===== config.mk =====
export PLATFORM = sky130hd
export DESIGN_NAME = lif_neuron_array
export DESIGN_NICKNAME = d
export VERILOG_FILES = /design/src/rtl/lif_neuron_array.sv
export SDC_FILE = /design/constraint.sdc
export NUM_CORES = 1
export LEC_CHECK = 0
export CAP_MARGIN = 20
export CELL_PAD_IN_SITES_DETAIL_PLACEMENT = 0
export CELL_PAD_IN_SITES_GLOBAL_PLACEMENT = 1
export CORE_MARGIN = 4
export CORE_UTILIZATION = 45
export DETAILED_ROUTE_END_ITERATION = 10
export PLACE_DENSITY_LB_ADDON = 0.12
export SLEW_MARGIN = 5
export SYNTH_ARGS = -nofsm -noshare
export SYNTH_HDL_FRONTEND = slang
export SYNTH_SLANG_ARGS = --single-unit

===== constraint.sdc =====
create_clock -name clk -period 46.3 [get_ports clk]
set_input_delay 9.26 -clock clk [delete_from_list [all_inputs] [get_ports clk]]
set_output_delay 9.26 -clock clk [all_outputs]
set_load 0.01 [all_outputs]

===== src/rtl/lif_neuron_array.sv =====
// Array of leaky integrate-and-fire neurons, evaluated one neuron per cycle per time step.
// Optional feature: define LIF_REFRACTORY_EN for per-neuron refractory counters.
module lif_neuron_array #(
   parameter int N_INPUTS     = 16,
   parameter int N_NEURONS    = 4,
   parameter int U_WIDTH      = 8,
   parameter int REFRAC_STEPS = 2
) (
   input  logic                 clk,
   input  logic                 reset,
   input  logic                 load_valid,
   input  logic [1:0]           load_sel,
   input  logic [7:0]           load_data,
   input  logic                 step_valid,
   output logic                 step_ready,
   output logic [N_NEURONS-1:0] spike_out,
   output logic                 spike_valid
);

   localparam int IDX_W  = (N_NEURONS > 1) ? $clog2(N_NEURONS) : 1;
   localparam int EXT_W  = U_WIDTH + 8;
   localparam int W_BITS = N_NEURONS * N_INPUTS;
   localparam logic signed [EXT_W-1:0] ONE   = EXT_W'(1);
   localparam logic signed [EXT_W-1:0] U_MAX = EXT_W'((1 << (U_WIDTH - 1)) - 1);
   localparam logic signed [EXT_W-1:0] U_MIN = EXT_W'(-(1 << (U_WIDTH - 1)));

   typedef enum logic [1:0] {IDLE, EVAL, DONE} state_t;

   state_t                     state;
   logic [N_INPUTS-1:0]        x;
   logic [W_BITS-1:0]          w;
   logic [6:0]                 threshold;
   logic [2:0]                 shift;
   logic signed [U_WIDTH-1:0]  u [N_NEURONS];
   logic [IDX_W-1:0]           idx;
   logic [N_NEURONS-1:0]       spikes;
`ifdef LIF_REFRACTORY_EN
   logic [3:0]                 refrac [N_NEURONS];
`endif

   logic [N_INPUTS-1:0]        x_next;
   logic [W_BITS-1:0]          w_next;
   logic [N_INPUTS-1:0]        w_sel;
   logic signed [EXT_W-1:0]    syn_sum;
   logic signed [EXT_W-1:0]    u_ext;
   logic signed [EXT_W-1:0]    leak;
   logic signed [EXT_W-1:0]    u_raw;
   logic signed [EXT_W-1:0]    u_sat;
   logic signed [EXT_W-1:0]    thr_ext;
   logic                       fire;

   // Byte-wide shift-in loaders; an 8-bit register is simply replaced.
   if (N_INPUTS > 8) begin : g_x_wide
      assign x_next = {x[N_INPUTS-9:0], load_data};
   end else begin : g_x_byte
      assign x_next = load_data;
   end

   if (W_BITS > 8) begin : g_w_wide
      assign w_next = {w[W_BITS-9:0], load_data};
   end else begin : g_w_byte
      assign w_next = load_data;
   end

   assign step_ready = (state == IDLE) && !load_valid;

   // Datapath for the neuron currently selected by idx: synaptic sum, leak, saturation, threshold.
   always_comb begin
      w_sel   = w[idx*N_INPUTS +: N_INPUTS];
      syn_sum = '0;
      for (int i = 0; i < N_INPUTS; i++) begin
         if (x[i]) begin
            if (w_sel[i]) syn_sum = syn_sum + ONE;
            else          syn_sum = syn_sum - ONE;
         end
      end
      u_ext = EXT_W'(u[idx]);
      if (shift == 3'd0) leak = '0;
      else               leak = u_ext >>> shift;
      u_raw = u_ext - leak + syn_sum;
      if (u_raw > U_MAX)      u_sat = U_MAX;
      else if (u_raw < U_MIN) u_sat = U_MIN;
      else                    u_sat = u_raw;
      thr_ext = EXT_W'({1'b0, threshold});
      fire    = (u_sat >= thr_ext);
   end

   // Control FSM, configuration registers and membrane state.
   always_ff @(posedge clk) begin
      if (reset) begin
         state       <= IDLE;
         idx         <= '0;
         x           <= '0;
         w           <= '1;
         threshold   <= 7'd5;
         shift       <= 3'd0;
         spikes      <= '0;
         spike_out   <= '0;
         spike_valid <= 1'b0;
         for (int k = 0; k < N_NEURONS; k++) begin
            u[k] <= '0;
`ifdef LIF_REFRACTORY_EN
            refrac[k] <= 4'd0;
`endif
         end
      end else begin
         spike_valid <= 1'b0;
         case (state)
            IDLE: begin
               if (load_valid) begin
                  case (load_sel)
                     2'b00:   x         <= x_next;
                     2'b01:   w         <= w_next;
                     2'b10:   threshold <= load_data[6:0];
                     default: shift     <= load_data[2:0];
                  endcase
               end else if (step_valid) begin
                  state  <= EVAL;
                  idx    <= '0;
                  spikes <= '0;
               end
            end
            EVAL: begin
`ifdef LIF_REFRACTORY_EN
               if (refrac[idx] != 4'd0) begin
                  u[idx]      <= '0;
                  refrac[idx] <= refrac[idx] - 4'd1;
               end else if (fire) begin
                  u[idx]      <= '0;
                  spikes[idx] <= 1'b1;
                  refrac[idx] <= 4'(REFRAC_STEPS);
               end else begin
                  u[idx] <= u_sat[U_WIDTH-1:0];
               end
`else
               if (fire) begin
                  u[idx]      <= '0;
                  spikes[idx] <= 1'b1;
               end else begin
                  u[idx] <= u_sat[U_WIDTH-1:0];
               end
`endif
               if (idx == IDX_W'(N_NEURONS - 1)) state <= DONE;
               else                              idx   <= idx + 1'b1;
            end
            DONE: begin
               spike_out   <= spikes;
               spike_valid <= 1'b1;
               state       <= IDLE;
            end
            default: state <= IDLE;
         endcase
      end
   end

endmodule


# Yosys cells after proc, flatten, opt, wreduce, memory -nomap -nowiden
# Memories as Yosys holds them, arrays and structs flattened. A register that Yosys moved wholly into a read port is not among the register bits.
# Index checks and enable logic that the tools add are counted.
[op_classes]
add_sub_neg = 33
n_lt_le_gt_ge = 5
eq_ne = 10
shifts = 2
mux = 66
n_bitwise = 3
n_reduce_logical = 16
[op_table]
columns = ["op", "n"]
rows = [
  ["two-way mux 16 bit", 35],
  ["adder 16 x 2 -> 16 bit, second input constant", 15],
  ["subtractor 16 x 2 -> 16 bit, second input constant", 15],
  ["variable part select 64 x 7 -> 16 bit", 1],
  ["two-way mux 2 bit", 9],
  ["adder 16 bit", 1],
  [">= comparator 16 x 8 -> 1 bit", 1],
  ["> comparator 16 x 8 -> 1 bit, second input constant", 1],
  ["less-than comparator 16 x 8 -> 1 bit, second input constant", 1],
  ["two-way mux 8 bit", 2],
  [">>> shifter 8 x 3 -> 16 bit", 1],
  ["subtractor 8 x 16 -> 16 bit", 1],
  ["AND reduction 3 bit", 5],
  ["two-way mux 1 bit", 13],
  ["two-way mux 4 bit", 3],
  ["!= test 2 bit, second input constant", 5],
  ["one-hot mux 2 bit (2 select lines)", 2],
  ["one-hot mux 4 bit (2 select lines)", 1],
  ["AND reduction 4 bit", 2],
  ["OR reduction 8 bit", 1],
  ["equality test 2 bit, second input constant", 3],
  ["equality test 2 x 1 -> 1 bit, second input constant", 2],
  ["zero test 2 bit", 2],
  ["OR 4 bit", 1],
  ["11 further kinds", 12],
]
[totals]
ff_bits = 103
mem_bits_rw = 32
elab_cells = 145
mem_count = 1
[memory_table]
columns = ["memory", "depth", "word_bits", "read_ports", "rd_clocked_by_memory_dff", "wr", "line", "source"]
rows = [
  ["u", 4, 8, 1, 1, 4, "34", "logic signed [U_WIDTH-1:0] u [N_NEURONS];"],
]

# Logic depth before layout (Yosys ltp)
[depth]
ltp_word = 60
ltp_mapped = 119
ltp_nobuf = 117

# Worst setup path before layout
# OpenSTA, ideal clock, no wires.
[synth_path]
path_type = "reg2reg"
from = "reg idx[0]"
to = "mem u[1][0], data pin"
setup_ns = 0.162
t_arrival_ns = 22.123
path_slack_ns = 24.015
path_stages_with_launch = 111
n_path_buf = 3
period_less_slack_ns = 22.285
cell_sequence = "dfxtp_1 -> buf_1 -> clkbuf_1 -> mux4_2 -> inv_1 -> fa_1 -> a21o_1 -> inv_1 -> fa_1 -> inv_1 -> fa_1 -> inv_1 -> a21oi_1 -> ha_1 -> a21o_1 -> a31o_2 -> or2_2 -> a31oi_1 -> [75 not listed] -> xnor3_1 -> xnor3_2 -> or2_2 -> ha_1 -> inv_1 -> a21boi_0 -> inv_1 -> ha_1 -> a21o_1 -> a21o_1 -> a21oi_1 -> nor2b_1 -> o21ai_0 -> nand2b_1 -> a21oi_1 -> a21oi_4 -> buf_6 -> nor3_1"
[synth_rtl]
columns = ["item", "line", "source"]
rows = [
  ["from (decl)", "35", "logic [IDX_W-1:0] idx;"],
  ["from (signal assigned)", "144", "else idx <= idx + 1'b1;"],
  ["to (decl)", "34", ""],
]

==> flow_metrics.tcl <==
set metrics [dict create \
    antenna_found_initial 0 \
    nNetsFinal 2534 \
    cpPeakStageDelay_ns 0.61 \
    setup_violations 0 \
    pwr_density_cell_mw_per_mm2 27.8 \
    crit_arrival_ns 25.01 \
    grt_usage_pct 21.1 \
    finClkSkew_ns 0.00847 \
    synth_most_common_cell "nand2_1" \
    worst_pin_slew_ns 0.925 \
    cts_root_buffer "clkbuf_16" \
    io_buffers 19 \
    synth_nets 2561 \
    synth_top_area_share_pct 14.7 \
    hold_viol_final 0 \
    cts_tree "yes" \
    syn_to_final_growth_pct 6.75 \
    p_seq_share_pct 24.4 \
    synth_cell_types 84 \
    drc 0 \
    grt_pass1_wl_mm 77.7 \
    grt_max_degree 105 \
    die_x_microns 210 \
    synthFlopType "dfxtp_1" \
    swShare_pct 40.5 \
    gr-total-overflow 0 \
    drive_above_1_share_pct 8.97 \
    dp.cells 2777 \
    synth_mux_area_share_pct 9.49 \
    ant_nets 0 \
    cts_resized 0 \
    synth_area_leaders "ha_1 15%, dfxtp_1 11%, xnor2_1 6.4%, nand2_1 6.0%, a21oi_1 5.5%" \
    clock_latency_ns 0.43 \
    fin_setup_tns_ns 0 \
    utilization_pct 49.0 \
    initial_core_util_pct 45.9 \
    totalPowerFinal_uw 546 \
    ys_seq_area_share_pct 16.6 \
    crit_top_cell "ha_1" \
    comb_power_share_pct 50.8 \
    h-tree-depth 4 \
    required_ns 46.45 \
    numCtsBuffers 17 \
    power_leakage_nw 9.23 \
    ys_seq_elements 137 \
    post-cts-setup-buffers 0 \
    netlist_instances 2299 \
    status "finished clean" \
    drtIter0Drc 849 \
    synthAdderAreaFrac_pct 18.2 \
    holdBufCountCts 0 \
    avgSynthCellArea_sq_um 8.00 \
    cts.sinks 137 \
    crit_family "compound AO/OA/AOI/OAI gates" \
    yosys.area.top_type "ha_1" \
    slowest_stage "dfxtp_1" \
    wl_per_cell_microns 16.9 \
    clock_power_share_pct 24.8 \
    holdWs_ns 0.454 \
    yosysWarningCount 0 \
    die-area_sq_mm 0.0442 \
    fin_crit_sh_pct 53.7 \
    drtPass1Iterations 5 \
    stdcell_count 2810 \
    clk_pin_slew_ns 0.06 \
    p_switching_uw 221 \
    synth-compound-area-share_pct 21.7 \
    timing.max_cap.violations 0 \
    core_sq_mm 0.0401 \
    num_io_pins 20 \
    clock_path_buffers 2 \
    crit_fanout 26 \
    die-height_microns 210 \
    rsz0062_at_grt "false" \
    grt_pass1_vias 15000 \
    syn_area_sq_mm 0.0184 \
    slew-limit-headroom_pct 38.3 \
    antennaDiodeCount 0 \
    drt-total-wl_mm 47.5 \
    synth-edff-count 32 \
    viasPerCell 5.63 \
    endpoint_kind "register" \
    drv_slew 0 \
    internal_power_uw 325 \
    min_period_ns 24.86 \
    timing.fmax_ghz 0.0402 \
    hpwlAfterDp_mm 37.7 \
    setup.worst_path.start_class "register" \
    gp_congestion 0.857 \
    synth-simple-area-share_pct 18.4 \
    hold_class "reg2reg" \
    ir_drop_mv 0.0418 \
    ys_async_sr_fraction_pct 0 \
    synth_top_family_by_area "compound AO/OA/AOI/OAI gates" \
    synth_common_cells "293 x nand2_1, 216 x ha_1, 203 x a21oi_1" \
    vias 15800 \
    worstSetupPathType "reg2reg" \
    path_buf_inv 9 \
    yosys.area_share.xor_xnor_pct 10.4 \
    rows 73 \
]
## through the flow
stage	cell area (sq um)	setup slack [ns]
finish	19600	21.44
floorplan	18400	24.01
CTS	19600	21.41
detailed placement	19100	21.49
global route	19600	19.45
global placement	19100	22.00
## registers in the layout (all words and copies together) (netlist names), 3 cells and up, named ones only
signal,flops
shift,3
u,32
x,16
threshold,7
spikes,4
w,64
spike_out,4
## layout by cell type, fill, tap and decap left out, types with 27 or more instances in the layout
master    count
fa_1         32
a21oi_1     203
dfxtp_1     105
nand2b_1     38
edfxtp_1     32
xnor2_1     134
mux2_2       86
nand3_1      27
nand2_1     292
inv_1       162
o21bai_1     56
nor3_1       39
ha_1        216
nand3b_1     64
nor2_1      157
a21o_1       57
o21ai_0      96
xor2_1       51
o21a_1       43
## area by class of cell
cell class | count | area (sq um)
Clock buffer | 19 | 433
Sequential cell | 137 | 3060
Clock inverter | 13 | 146
Multi-Input combinational cell | 1911 | 14400
Fill cell | 3884 | 20500
Inverter | 166 | 623
Tap cell | 525 | 657
Timing Repair Buffer | 39 | 339
## power groups by stage
stage | Sequential [mW] | Clock (mW) | Combinational, mW
6_report | 0.133 | 0.135 | 0.278
5_1_grt | 0.134 | 0.143 | 0.309
4_1_cts | 0.133 | 0.138 | 0.277
3_5_place_dp | 0.136 | 0 | 0.276
3_3_place_gp | 0.136 | 0 | 0.271
2_1_floorplan | 0.133 | 0 | 0.225
## metal layers
metal	part of all wire, %	global-route usage [%]	routed length, microns	vias to the layer above
met3	2.2	1.82	1060	26
met2	48	36.7	23000	195
met4	0.97	3.15	461	0
met5	0	0	0	-
met1	48	29.3	23100	7458
li1	-	-	-	8135
## worst register-to-register path, delay by kind of cell (launching register included)
family	cells	cell delay, ns
muxes	7	2.32
adders and majority gates	20	6.92
AOI/OAI and AO/OA	35	7.38
DFF	1	0.61
xor gates and xnor gates	16	3.22
buffers and inverters	9	1.00
and+or+nand+nor	22	3.18
## path summary, 6_finish.rpt
kind / from / to / slack [ns] / depth (start not counted)
setup / recovery: idx[0]$_SDFFE_PP0P_ / u[3][5]$_DFFE_PP_ / 21.44 / 109
hold / removal: x[4]$_SDFFE_PP0P_ / x[4]$_SDFFE_PP0P_ / 0.45 / 2
setup reg to reg: idx[0]$_SDFFE_PP0P_ / u[3][5]$_DFFE_PP_ / 21.44 / 109
hold reg to reg: x[4]$_SDFFE_PP0P_ / x[4]$_SDFFE_PP0P_ / 0.45 / 2
## logic make-up after synthesis
group,count (synthesis)
AND/OR/NAND/NOR,715
AO/OA/AOI/OAI,615
buffers and inverters,251
adder cells (fa/ha/maj),248
XOR/XNOR,198
flip-flops,137
multiplexers,135
(Power assumes the default switching activity.)
